### src/rtl/ntt_core_gf64_common_param_pkg.sv
// Shared GF64 NTT parameters: phi twiddle sequencer state encoding and width helpers.
package ntt_core_gf64_common_param_pkg;

  typedef enum logic [0:0] {
    ST_IDLE = 1'b0,
    ST_RUN  = 1'b1
  } phi_twd_seq_state_e;

  function automatic int get_phi_iter_w(input int iter_nb);
    return (iter_nb <= 2) ? 1 : $clog2(iter_nb);
  endfunction

  function automatic int get_phi_lvl_w(input int lvl_nb);
    return (lvl_nb <= 2) ? 1 : $clog2(lvl_nb);
  endfunction

endpackage

### src/rtl/ntt_core_gf64_phi_twd_seq_if.sv
// Stream-in / ROM-read / aligned-valid bundle of the phi twiddle sequencer.
interface ntt_core_gf64_phi_twd_seq_if #(
  parameter int ITER_NB = 128,
  parameter int LVL_NB  = 2
);
  import ntt_core_gf64_common_param_pkg::*;

  localparam int ITER_W = get_phi_iter_w(ITER_NB);
  localparam int LVL_W  = get_phi_lvl_w(LVL_NB);

  logic              in_avail;
  logic              in_sob;
  logic              in_eob;
  logic              rom_ren;
  logic [ITER_W-1:0] rom_add;
  logic              out_avail;
  logic [LVL_W-1:0]  out_lvl;
  logic              error;

  modport master (
    output in_avail, in_sob, in_eob,
    input  rom_ren, rom_add, out_avail, out_lvl, error
  );

  modport slave (
    input  in_avail, in_sob, in_eob,
    output rom_ren, rom_add, out_avail, out_lvl, error
  );

endinterface

### src/rtl/ntt_core_gf64_phi_twd_seq_dly.sv
// Valid + level alignment shift register, covers the phi ROM read latency.
module ntt_core_gf64_phi_twd_seq_dly #(
  parameter int DEPTH = 2,
  parameter int LVL_W = 1
) (
  input  logic             clk,
  input  logic             s_rst,
  input  logic             i_avail,
  input  logic [LVL_W-1:0] i_lvl,
  output logic             o_avail,
  output logic [LVL_W-1:0] o_lvl
);

  if (DEPTH == 0) begin : g_bypass
    assign o_avail = i_avail;
    assign o_lvl   = i_lvl;
  end else begin : g_sr
    logic             r_avail_sr [DEPTH];
    logic [LVL_W-1:0] r_lvl_sr   [DEPTH];

    always_ff @(posedge clk) begin
      if (s_rst) begin
        for (int i = 0; i < DEPTH; i++) begin
          r_avail_sr[i] <= 1'b0;
          r_lvl_sr[i]   <= '0;
        end
      end else begin
        r_avail_sr[0] <= i_avail;
        r_lvl_sr[0]   <= i_lvl;
        for (int i = 1; i < DEPTH; i++) begin
          r_avail_sr[i] <= r_avail_sr[i-1];
          r_lvl_sr[i]   <= r_lvl_sr[i-1];
        end
      end
    end

    assign o_avail = r_avail_sr[DEPTH-1];
    assign o_lvl   = r_lvl_sr[DEPTH-1];
  end

endmodule

### src/rtl/ntt_core_gf64_phi_twd_seq.sv
// Phi twiddle ROM read sequencer; protocol error flag enabled by NTT_CORE_GF64_PHI_TWD_SEQ_ERR_EN.
// ST_IDLE | waiting for a column flagged sob ; ST_RUN | inside a batch, every column is read
module ntt_core_gf64_phi_twd_seq
  import ntt_core_gf64_common_param_pkg::*;
#(
  parameter int ITER_NB     = 128,
  parameter int LVL_NB      = 2,
  parameter int IN_PIPE     = 1,
  parameter int ROM_LATENCY = 2
) (
  input logic                         clk,
  input logic                         s_rst,
  ntt_core_gf64_phi_twd_seq_if.slave  bus
);

  localparam int ITER_W = get_phi_iter_w(ITER_NB);
  localparam int LVL_W  = get_phi_lvl_w(LVL_NB);
  localparam logic [ITER_W-1:0] ITER_LAST = ITER_W'(ITER_NB - 1);
  localparam logic [LVL_W-1:0]  LVL_LAST  = LVL_W'(LVL_NB - 1);

`ifdef NTT_CORE_GF64_PHI_TWD_SEQ_ERR_EN
  localparam bit ERR_EN = 1'b1;
`else
  localparam bit ERR_EN = 1'b0;
`endif

  logic w_avail, w_sob, w_eob;

  if (IN_PIPE != 0) begin : g_in_pipe
    logic r_avail, r_sob, r_eob;
    always_ff @(posedge clk) begin
      if (s_rst) begin
        r_avail <= 1'b0;
        r_sob   <= 1'b0;
        r_eob   <= 1'b0;
      end else begin
        r_avail <= bus.in_avail;
        r_sob   <= bus.in_sob;
        r_eob   <= bus.in_eob;
      end
    end
    assign w_avail = r_avail;
    assign w_sob   = r_sob;
    assign w_eob   = r_eob;
  end else begin : g_in_direct
    assign w_avail = bus.in_avail;
    assign w_sob   = bus.in_sob;
    assign w_eob   = bus.in_eob;
  end

  phi_twd_seq_state_e r_state, w_state_nxt;
  logic [LVL_W-1:0]   r_lvl_cnt, w_lvl_nxt, w_pos_lvl, r_ren_lvl;
  logic [ITER_W-1:0]  r_iter_cnt, w_iter_nxt, w_pos_iter, r_rom_add;
  logic               w_is_last, w_ren, w_err, r_rom_ren, r_error;

  always_ff @(posedge clk) begin
    if (s_rst) begin
      r_state    <= ST_IDLE;
      r_lvl_cnt  <= '0;
      r_iter_cnt <= '0;
      r_rom_ren  <= 1'b0;
      r_rom_add  <= '0;
      r_ren_lvl  <= '0;
      r_error    <= 1'b0;
    end else begin
      r_state    <= w_state_nxt;
      r_lvl_cnt  <= w_lvl_nxt;
      r_iter_cnt <= w_iter_nxt;
      r_rom_ren  <= w_ren;
      if (w_ren) begin
        r_rom_add <= w_pos_iter;
        r_ren_lvl <= w_pos_lvl;
      end
      r_error <= r_error | w_err;
    end
  end

  // sob forces the column to position 0, both at batch start and on resync.
  always_comb begin
    w_state_nxt = r_state;
    w_lvl_nxt   = r_lvl_cnt;
    w_iter_nxt  = r_iter_cnt;
    w_ren       = 1'b0;
    w_err       = 1'b0;
    w_pos_lvl   = w_sob ? '0 : r_lvl_cnt;
    w_pos_iter  = w_sob ? '0 : r_iter_cnt;
    w_is_last   = (w_pos_lvl == LVL_LAST) && (w_pos_iter == ITER_LAST);
    if (w_avail) begin
      if ((r_state == ST_IDLE) && !w_sob) begin
        w_err = 1'b1;
      end else begin
        w_ren = 1'b1;
        if ((r_state == ST_RUN) && w_sob) w_err = 1'b1;
        if (w_is_last || w_eob) begin
          if (w_is_last != w_eob) w_err = 1'b1;
          w_state_nxt = ST_IDLE;
          w_lvl_nxt   = '0;
          w_iter_nxt  = '0;
        end else begin
          w_state_nxt = ST_RUN;
          if (w_pos_lvl == LVL_LAST) begin
            w_lvl_nxt  = '0;
            w_iter_nxt = w_pos_iter + 1'b1;
          end else begin
            w_lvl_nxt  = w_pos_lvl + 1'b1;
            w_iter_nxt = w_pos_iter;
          end
        end
      end
    end
  end

  logic             w_out_avail;
  logic [LVL_W-1:0] w_out_lvl;

  ntt_core_gf64_phi_twd_seq_dly #(
    .DEPTH (ROM_LATENCY),
    .LVL_W (LVL_W)
  ) u_dly (
    .clk     (clk),
    .s_rst   (s_rst),
    .i_avail (r_rom_ren),
    .i_lvl   (r_ren_lvl),
    .o_avail (w_out_avail),
    .o_lvl   (w_out_lvl)
  );

  assign bus.rom_ren   = r_rom_ren;
  assign bus.rom_add   = r_rom_add;
  assign bus.out_avail = w_out_avail;
  assign bus.out_lvl   = w_out_lvl;
  assign bus.error     = ERR_EN & r_error;

endmodule

### src/flat_wrapper.sv
// flat-port wrapper written by rule: the top's interface ports become plain ports
module ntt_core_gf64_phi_twd_seq_flat import ntt_core_gf64_common_param_pkg::*;
#(
  parameter int ITER_NB     = 128,
  parameter int LVL_NB      = 2,
  parameter int IN_PIPE     = 1,
  parameter int ROM_LATENCY = 2
)
  (clk, s_rst, bus_in_avail, bus_in_sob, bus_in_eob, bus_rom_ren, bus_rom_add, bus_out_avail, bus_out_lvl, bus_error);
  ntt_core_gf64_phi_twd_seq_if #(.ITER_NB(ITER_NB), .LVL_NB(LVL_NB)) bus_i ();
  input logic clk;
  input logic s_rst;
  input wire logic [$bits(bus_i.in_avail)-1:0] bus_in_avail;
  input wire logic [$bits(bus_i.in_sob)-1:0] bus_in_sob;
  input wire logic [$bits(bus_i.in_eob)-1:0] bus_in_eob;
  output wire logic [$bits(bus_i.rom_ren)-1:0] bus_rom_ren;
  output wire logic [$bits(bus_i.rom_add)-1:0] bus_rom_add;
  output wire logic [$bits(bus_i.out_avail)-1:0] bus_out_avail;
  output wire logic [$bits(bus_i.out_lvl)-1:0] bus_out_lvl;
  output wire logic [$bits(bus_i.error)-1:0] bus_error;
  assign bus_i.in_avail = bus_in_avail;
  assign bus_i.in_sob = bus_in_sob;
  assign bus_i.in_eob = bus_in_eob;
  assign bus_rom_ren = bus_i.rom_ren;
  assign bus_rom_add = bus_i.rom_add;
  assign bus_out_avail = bus_i.out_avail;
  assign bus_out_lvl = bus_i.out_lvl;
  assign bus_error = bus_i.error;
  ntt_core_gf64_phi_twd_seq #(.ITER_NB(ITER_NB), .LVL_NB(LVL_NB), .IN_PIPE(IN_PIPE), .ROM_LATENCY(ROM_LATENCY)) u_core (.clk(clk), .s_rst(s_rst), .bus(bus_i));
endmodule
### config.mk
export PLATFORM = sky130hd
export DESIGN_NAME = ntt_core_gf64_phi_twd_seq_flat
export DESIGN_NICKNAME = d
export VERILOG_FILES = /design/src/rtl/ntt_core_gf64_common_param_pkg.sv /design/src/rtl/ntt_core_gf64_phi_twd_seq_if.sv /design/src/rtl/ntt_core_gf64_phi_twd_seq_dly.sv /design/src/rtl/ntt_core_gf64_phi_twd_seq.sv /design/src/flat_wrapper.sv
export SDC_FILE = /design/constraint.sdc
export NUM_CORES = 1
export LEC_CHECK = 0
export BUFFER_PORTS_ARGS = -buffer_cell sky130_fd_sc_hd__buf_2
export CORE_MARGIN = 2
export CORE_UTILIZATION = 55
export DETAILED_ROUTE_END_ITERATION = 8
export PLACE_DENSITY = 0.9
export SLEW_MARGIN = 15
export SYNTH_ARGS = -nofsm -noshare
export SYNTH_HDL_FRONTEND = slang
export SYNTH_HIERARCHICAL = 1
export SYNTH_SLANG_ARGS = --single-unit
### constraint.sdc
create_clock -name clk -period 2.8 [get_ports clk]
set_clock_uncertainty 0.15 [all_clocks]
set_input_delay 0.14 -clock clk [delete_from_list [all_inputs] [get_ports clk]]
set_output_delay 0.14 -clock clk [all_outputs]
set_load 0.1 [all_outputs]
; ---- After elaboration in Yosys (flattened, before gate mapping)
; Memory sizes are Yosys's and may differ from the RTL's.
; Index checks and enable logic that the tools add are counted.
[classes]
mux = 16
addsub = 2
div = 0
multipliers = 0
n_reduce_logical = 5
bitwise_logic = 6
shift = 0
n_eq_ne = 1
magnitude_cmp = 0
[ops]
columns = op, n
row1 = $mux 7, 3
row2 = $mux 1, 13
row3 = $add 7x1->7 const B, 1
row4 = $eq 7x7->1 const B, 1
row5 = $or 1x1->1, 4
row6 = $logic_and 1x1->1, 2
row7 = $not 1->1, 2
row8 = $reduce_and 2->1, 1
row9 = $add 1x1->1 const B, 1
row10 = $logic_not 1->1, 1
row11 = $logic_or 1x1->1, 1
[word_totals]
ramBits = 4
inputBits = 5
n_memories = 2
latch_bits = 0
register_bits = 21
mem_bits_ro = 0
[memory_table]
columns = memory, words, word_bits, read_ports, rd_clocked_by_memory_dff, wr, line_no
row1 = u_core.u_dly.g_sr.r_avail_sr, 2, 1, 2, 0, 2, ntt_core_gf64_phi_twd_seq_dly.sv:18  ; logic r_avail_sr [DEPTH];
row2 = u_core.u_dly.g_sr.r_lvl_sr, 2, 1, 2, 0, 2, ntt_core_gf64_phi_twd_seq_dly.sv:19  ; logic [LVL_W-1:0] r_lvl_sr [DEPTH];

; ---- Longest topological paths before layout
; Gate-level depths: netlist (run 1).
[logic_depth]
depth_word = 5
mapped_depth = 7
ltp_nobuf = 6

; ---- Cells and area by module
; Netlist (run 1), hierarchy kept.
[by_module_without_submodules]
columns = mod, cells_each, n_inst, seq_area_each_um2, area_each_um2
row1 = ntt_core_gf64_phi_twd_seq, 109, 1, 420.4, 930.9
row2 = ntt_core_gf64_phi_twd_seq_dly, 8, 1, 80.1, 105.1

; ---- Worst setup path before layout (run 1)
; No wires, ideal clock.
[synth_timing]
path_kind = reg2reg
start = register u_core.g_in_pipe.r_sob
end = register u_core.r_iter_cnt[6]
synth_period_minus_slack_ps = 1952
setup_ps = 74
stages_incl_launch_ff = 8
setup_slack_ps = 848
arrival_time_ps = 1728
required_ps = 2576
path_cell_list = dfxtp_1 > clkbuf_1 > nor2b_1 > ha_1 > nand4_2 > nand4bb_1 > or4_1 > a31oi_1
[synth_between]
elab_chain_len = 5
elab_cells_between_ends = 12
cone_classes = add/sub: 1 / eq/ne: 1 / mux: 4 / bitwise: 1 / reduce/logical: 5
[synth_lines]
columns = item, line_no
row1 = start: declaration, ntt_core_gf64_phi_twd_seq.sv:30  ; logic r_avail, r_sob, r_eob;
row2 = start signal: assignment, ntt_core_gf64_phi_twd_seq.sv:38  ; r_sob <= bus.in_sob;
row3 = $mux 7 (*), ntt_core_gf64_phi_twd_seq.sv:86  ; w_pos_iter = w_sob ? '0 : r_iter_cnt;
row4 = via u_core.w_pos_iter[1], ntt_core_gf64_phi_twd_seq.sv:53  ; logic [ITER_W-1:0] r_iter_cnt, w_iter_nxt, w_pos_iter, r_rom_add;
row5 = "parallel branches: the longest is 3 deep, another holds $add 7x1->7", -
row6 = $mux 7 (*), ntt_core_gf64_phi_twd_seq.sv:94  ; if (w_is_last || w_eob) begin
row7 = end signal: assignment, ntt_core_gf64_phi_twd_seq.sv:68  ; r_iter_cnt <= w_iter_nxt;
row8 = end: declaration, ntt_core_gf64_phi_twd_seq.sv:53
; Mark *: on every way through the listed nets, which the timed path passes.
; A chain may end at the register's enable or synchronous reset.

; ---- Final worst setup path (run 1)
[layout_timing]
start = register u_core.g_in_pipe.r_sob
end = register u_core.r_iter_cnt[3]
; The elaborated chain is that of the path after synthesis.

==> impl_metrics.py, run 1 <==
metrics = {
    "power_and_ir_drop": {
        "p_seq_share_pct": 65.7,
        "cellPowerDensity_mw_per_mm2": 485,
        "switchingPower_uw": 130,
        "p_leak_nw": 0.427,
        "clockPowerShare_pct": 27.5,
        "pwr-share-comb_pct": 6.8,
        "ir_drop_uv": 287,
        "p_int_uw": 428,
        "sw_frac_of_total_pct": 23.3,
    },
    "synth": {
        "synth_top_cell_area_share_pct": 48.3,
        "synthCells": 117,
        "synth_edf_count": 0,
        "synth_cell_types": 31,
        "seq_area_frac_synth_pct": 48.3,
        "yosysMostFrequentCell": "dfxtp_1",
        "syn_nets": 123,
        "synthFlopType": "dfxtp_1",
        "synth_top_area_cell": "dfxtp_1",
        "ys_seq_elements": 25,
        "yosys-top-cells-count": "dfxtp_1, nand2_1, a21oi_1",
        "synthTopCellsByArea": "dfxtp_1, a21oi_1, nor2b_1, nand2_1, nand3b_1",
        "async_reset_ff_share_pct": 0,
        "synthesis.area_mm2": 0.00104,
        "avgSynthCellArea_um2": 8.85,
        "ys_warn_count": 6,
    },
    "drt": {
        "ant_nets": 0,
        "via_count": 893,
        "vias_per_cell": 5.72,
        "wl_per_cell_um": 13.1,
        "drc_errors": 0,
        "drtIter0Drc": 65,
        "drt_wl_total_um": 2040,
        "dr.pass1.iters": 5,
    },
    "global_routing": {
        "antenna_found_initial": 0,
        "grt_pass1_vias": 786,
        "grtUsageMet1_pct": 26.5,
        "grt_max_degree": 26,
        "grt-busiest-layer": "met2",
        "grtUsageMet3_pct": 3.46,
        "grt_pass1_wl_um": 3260,
        "gr-total-overflow": 0,
        "met2_usage_pct": 31.1,
        "grt_use_total_pct": 20.8,
    },
    "final_layout": {
        "drive_gt1_share_pct": 16.0,
        "final_core_util_pct": 65.9,
        "layout.nets": 138,
        "antennaDiodeCount": 0,
        "syn2layout_area_growth_pct": 11.0,
    },
    "timing": {
        "fin_crit_ps": 2280,
        "drv_slew": 0,
        "finalCritPeriodShare_pct": 81.4,
        "relSlewSlack_pct": 66.4,
        "finalSetupViolations": 0,
        "max_freq_ghz": 0.439,
        "timing.setup.tns_ps": 0,
        "worst_pin_slew_ps": 497,
        "hold_viol_final": 0,
        "rsz0062_at_grt": "false",
    },
    "floorplan": {
        "fp-row-count": 15,
        "io_pins": 16,
        "fp.dieH_um": 47.4,
        "start_util_pct": 59.4,
        "coreArea_mm2": 0.00175,
        "die-area_mm2": 0.00225,
        "die_w_um": 47.4,
    },
    "critical_path": {
        "critical_path_arrival_ps": 2370,
        "crit_type": "flip-flop to flip-flop",
        "worst-path-max-fanout": 14,
        "crit_path_start_kind": "flip-flop",
        "critPathCaptureType": "flip-flop",
        "cp_cell_sequence": "nor2b_1 > ha_1 > and4_1 > a41oi_1 > a21oi_1 > o21ai_0",
        "critPathMaxStageDelay_ps": 590,
        "cp_slowest_cell": "dfxtp_1",
        "worstRegToRegCells": 6,
        "cp.required_ps": 2890,
    },
    "hold_path": {
        "hp-class": "primary input to flip-flop",
        "hold_depth": 2,
    },
    "placement": {
        "place_hpwl_um": 1350,
        "gp_congestion": 0.812,
        "port_buffers": 14,
    },
    "clocking": {
        "clk_latency_ps": 310,
        "ctsResizeCount": 0,
        "path_clk_slew_ps": 120,
        "root_buffer": "clkbuf_4",
        "cts_tree": "yes",
        "clock-sinks": 25,
        "clockBufferDepth": 2,
        "post_cts_buffers": 0,
        "ctsHtreeMaxLevel": 1,
        "cts-buffers-inserted": 3,
    },
    "run_status": {
        "outcome": "finished clean",
    },
    "run": {
        "maxCapViolCount": 0,
    },
}
-- cells by family after synthesis --
kind of cell / count (synthesis) / synth area share [%]
simple gates: 53 / 29.2
fa+ha+maj: 1 / 1.21
compound gates: 29 / 15.9
other cells: 1 / 0.362
flops: 25 / 48.3
buf+inv: 8 / 4.95
-- worst paths after layout --
path,start,end,slack (ps)
worst min register to register,u_core/bus.rom_add[2],u_core/bus.rom_add[2],300
worst max-delay path,u_core/g_in_pipe.r_sob,u_core/r_iter_cnt[3],520
worst max register to register,u_core/g_in_pipe.r_sob,u_core/r_iter_cnt[3],520
worst min-delay path,s_rst,u_core/u_dly/g_sr.r_lvl_sr[0][0],90
-- what timing repair did --
item                                   CTS  global route
setup endpoints to repair                0             0
endpoints found under the hold margin    3             0
hold buffers                             3             0
-- layout by cell type, fill, tap and decap left out, drive strengths merged --
cell type | synthesis | routed
conb | 1 | 1
nand2 | 18 | 18
a31oi | 2 | 2
nand3 | 3 | 3
buf | 5 | 15
nor2 | 3 | 3
or2 | 1 | 1
nor2b | 11 | 11
or4 | 2 | 2
nand4bb | 1 | 1
nor3 | 1 | 1
nor4 | 2 | 2
nand4 | 3 | 3
dfxtp | 25 | 25
ha | 1 | 1
or2b | 1 | 1
o21a | 2 | 2
and4 | 1 | 1
a41o | 1 | 1
a21oi | 17 | 17
dlygate4sd3 | 0 | 3
nand3b | 4 | 4
clkbuf | 3 | 4
a41oi | 1 | 1
or4b | 1 | 1
nand4b | 1 | 1
o21ai | 5 | 5
a211oi | 1 | 1
-- stage by stage --
step / cells / instance area, um^2 / hold WS, ps / setup slack [ps] / total power [mW]
after detailed placement: 149 / 1090 / 223 / 714 / 0.408
after floorplan: 117 / 1040 / 61.6 / 848 / 0.403
final: 156 / 1150 / 88.0 / 521 / 0.557
after CTS: 156 / 1150 / 78.9 / 628 / 0.565
after global placement: 149 / 1090 / 198 / 823 / 0.406
after global routing: 156 / 1150 / 96.8 / 447 / 0.584
-- layout make-up --
class	count	area (um^2)
timing repair buffer	18	108
clock buffer	4	26.3
tap	25	31.3
sequential	25	500
fill	176	596
multi-input combinational	84	484
-- critical path: cells and delay by family, from the launching register on --
family / cells / cell delay, ps
flops: 1 / 590
fa+ha+maj: 1 / 270
simple gates: 2 / 390
compound gates: 3 / 800
-- layer usage --
layer  part of all wire (%)  vias to the layer above  wire (um)
li1                       -                      440          -
met1                     43                      392        886
met2                     46                       49        943
met3                    5.7                       12        116
met4                    4.7                        0         95
met5                      0                        -          0
-- flip-flops by register name (all words and copies together) (netlist names) --
register                      flops
u_core/bus.rom_ren                1
u_core/bus.rom_add                7
u_core/u_dly/g_sr.r_lvl_sr        2
u_core/g_in_pipe.r_eob            1
u_core/g_in_pipe.r_sob            1
u_core/r_iter_cnt                 7
u_core/u_dly/g_sr.r_avail_sr      2
u_core/r_ren_lvl                  1
u_core/g_in_pipe.r_avail          1
u_core/r_lvl_cnt                  1
u_core/r_state                    1
-- power by group through the flow --
stage | clock (mW) | sequential [mW] | combinational, mW
6_report | 0.153 | 0.366 | 0.0379
5_1_grt | 0.177 | 0.367 | 0.0405
4_1_cts | 0.162 | 0.366 | 0.0375
3_5_place_dp | 0 | 0.374 | 0.0342
3_3_place_gp | 0 | 0.373 | 0.0331
2_1_floorplan | 0 | 0.373 | 0.0293
Power figures use the tool's default switching activity.
==> run 2, diff against run 1 <==
--- a/config.mk
+++ b/config.mk
@@ -5,11 +5,12 @@
 export SDC_FILE = /design/constraint.sdc
 export NUM_CORES = 1
 export LEC_CHECK = 0
+export ABC_AREA = 1
 export BUFFER_PORTS_ARGS = -buffer_cell sky130_fd_sc_hd__buf_2
 export CORE_MARGIN = 2
-export CORE_UTILIZATION = 55
+export CORE_UTILIZATION = 49
 export DETAILED_ROUTE_END_ITERATION = 8
-export PLACE_DENSITY = 0.9
+export PLACE_DENSITY = 0.85
 export SLEW_MARGIN = 15
 export SYNTH_ARGS = -nofsm -noshare
 export SYNTH_HDL_FRONTEND = slang
==> constraint.sdc (replaced) <==
create_clock -name clk -period 1.9 [get_ports clk]
set_clock_uncertainty 0.15 [all_clocks]
set_input_delay 0.095 -clock clk [delete_from_list [all_inputs] [get_ports clk]]
set_output_delay 0.095 -clock clk [all_outputs]
set_load 0.1 [all_outputs]
==> impl_metrics.py, run 2 <==
metrics = {
    "drt": {
        "drc_errors": 0,
        "drt_wl_total_um": 2220,
        "via_count": 963,
        "vias_per_cell": 5.10,
        "ant_nets": 0,
        "wl_per_cell_um": 11.8,
        "drtIter0Drc": 44,
        "dr.pass1.iters": 5,
    },
    "placement": {
        "placed_cells": 178,
        "place_area_mm2": 0.00116,
        "gp_congestion": 0.920,
        "port_buffers": 14,
        "place_hpwl_um": 1460,
        "place_ws_ps": 56.5,
    },
    "global_routing": {
        "grt_pass1_wl_um": 3580,
        "grt_use_total_pct": 18.2,
        "grt_max_degree": 21,
        "grt_pass1_vias": 853,
        "antenna_found_initial": 0,
        "gr-total-overflow": 0,
    },
    "timing": {
        "fin_ws_ps": 68.1,
        "hold_viol_final": 0,
        "rsz0062_at_grt": "false",
        "fin_crit_ps": 1830,
        "finalCritPeriodShare_pct": 96.4,
        "max_freq_ghz": 0.546,
        "drv_slew": 0,
        "timing.setup.tns_ps": 0,
        "finalSetupViolations": 0,
    },
    "floorplan": {
        "fp.dieH_um": 50.8,
        "start_util_pct": 53.1,
        "fp-row-count": 16,
        "die-area_mm2": 0.00258,
        "die_w_um": 50.8,
        "io_pins": 16,
        "coreArea_mm2": 0.00202,
    },
    "final_layout": {
        "fillers": 180,
        "drive_gt1_share_pct": 24.1,
        "final_cell_mix": "nand2_1, dfxtp_1, nor2_1",
        "antennaDiodeCount": 0,
        "stdcell_area_mm2": 0.00127,
        "syn2layout_area_growth_pct": 18.6,
        "layout.nets": 169,
        "fin_cells": 189,
    },
    "power_and_ir_drop": {
        "cellPowerDensity_mw_per_mm2": 696,
        "ir_drop_uv": 417,
        "p_leak_nw": 0.565,
        "totalPowerFinal_uw": 886,
    },
    "hold_path": {
        "hold_depth": 2,
        "min_from": "u_core/u_dly/g_sr.r_lvl_sr[0][0]",
        "hp-class": "flip-flop to flip-flop",
        "hold_end": "u_core/u_dly/g_sr.r_lvl_sr[0][1]",
    },
    "synth": {
        "synthesis.area_mm2": 0.00107,
        "synth_top_area_cell": "dfxtp_1",
        "seq_area_frac_synth_pct": 46.6,
        "synth_cell_types": 25,
        "yosys-top-cells-count": "dfxtp_1, nand2_1, nor2_1",
        "synth_edf_count": 0,
        "async_reset_ff_share_pct": 0,
        "syn_nets": 147,
        "ys_warn_count": 6,
        "synthTopCellsByArea": "dfxtp_1, nand2_1, a21oi_1, nor2_1, inv_1",
        "ys_seq_elements": 25,
        "synthFlopType": "dfxtp_1",
        "synthCells": 141,
        "synth_top_cell_area_share_pct": 46.6,
        "avgSynthCellArea_um2": 7.61,
    },
    "run": {
        "maxCapViolCount": 0,
    },
    "clocking": {
        "clockBufferDepth": 2,
        "path_clk_slew_ps": 130,
        "root_buffer": "clkbuf_4",
        "cts_tree": "yes",
        "clock-sinks": 25,
        "ctsHtreeMaxLevel": 1,
        "clk_latency_ps": 310,
        "cts-buffers-inserted": 3,
    },
    "critical_path": {
        "r2r_start": "u_core/g_in_pipe.r_sob",
        "r2r-end": "u_core/r_iter_cnt[4]",
        "crit_path_start_kind": "flip-flop",
        "reg2reg_slack_ps": 70,
        "cp.required_ps": 1940,
        "critical_path_arrival_ps": 1880,
        "worstRegToRegCells": 11,
        "crit_type": "flip-flop to flip-flop",
        "critPathCaptureType": "flip-flop",
        "worst-path-max-fanout": 9,
    },
    "run_status": {
        "outcome": "finished clean",
    },
}
-- run 2: cell types whose count changed in the layout (fill, tap and decap cells not counted), moves of 4 or more --
cell     delta
inv_1      +16
nor2_1     +15
nor2b_1    -11
nand2_1     +6
nand3_1     +6
o21ai_0     +4
-- run 2: final cells by class --
class	count	area [um^2]	area share (%)
tap	27	33.8	2.65
inverter	19	78.8	6.19
clock buffer	3	22.5	1.77
timing repair buffer	22	140	11.0
multi-input combinational	92	489	38.4
sequential	25	504	39.6
clock inverter	1	5.00	0.393
-- run 2: power breakdown --
| part | leakage, nW | internal (mW) | switching, mW |
|---|---|---|---|
| Sequential | 0.203 | 0.536 | 0.00870 |
| Clock | 0.0177 | 0.0785 | 0.149 |
| Combinational | 0.344 | 0.0241 | 0.0901 |
-- run 2: critical path, stage by stage, from the launching register on --
cell and delay [ps]:
dfxtp_4 390, inv_8 90, nand2_1 90, inv_2 100
ha_4 140, nand3_4 90, nor2_4 190, nand4_4 130
nand2_2 110, nor2_1 40, nor2_1 130, nor2_1 60
-- run 2: worst max-delay path by stage --
stage                            to  slack [ps]                   start  cells past startpoint
2_1_floorplan  u_core/r_iter_cnt[4]         240  u_core/g_in_pipe.r_sob                     11
3_3_place_gp   u_core/r_iter_cnt[4]         170  u_core/g_in_pipe.r_sob                     11
3_5_place_dp   u_core/r_iter_cnt[4]          60  u_core/g_in_pipe.r_sob                     11
4_1_cts        u_core/r_iter_cnt[4]          20  u_core/g_in_pipe.r_sob                     11
5_1_grt        u_core/r_iter_cnt[4]           3  u_core/g_in_pipe.r_sob                     11
6_report       u_core/r_iter_cnt[4]          70  u_core/g_in_pipe.r_sob                     11
-- run 2: kinds of logic after synthesis --
kind of cell / share of synthesized area [%]
buffers and inverters: 9.21
AND/OR/NAND/NOR: 30.0
AO/OA/AOI/OAI: 12.7
adder cells (fa/ha/maj): 1.17
flip-flops: 46.6
other: 0.349
-- run 2: repair_timing --
item	in CTS	in global routing
hold endpoints to repair	5	0
pin swaps	0	3
endpoints found under the setup margin	1	2
resized for setup	1	7
hold buffers	4	0
buffers inserted	0	3
-- run 2: per-layer routing --
metal	track usage [%]	share of wire (%)
met4	4.05	1.3
met3	3.57	7.2
met1	22.6	42
met5	0	0
met2	32.2	49
-- run 2: stage by stage --
step | util [%] | hold WS, ps
floorplan | - | 16.2
global placement | 57.4 | 144
detailed placement | 57.4 | 152
CTS | 60.8 | 266
global route | 63.0 | 292
finish | 63.0 | 269
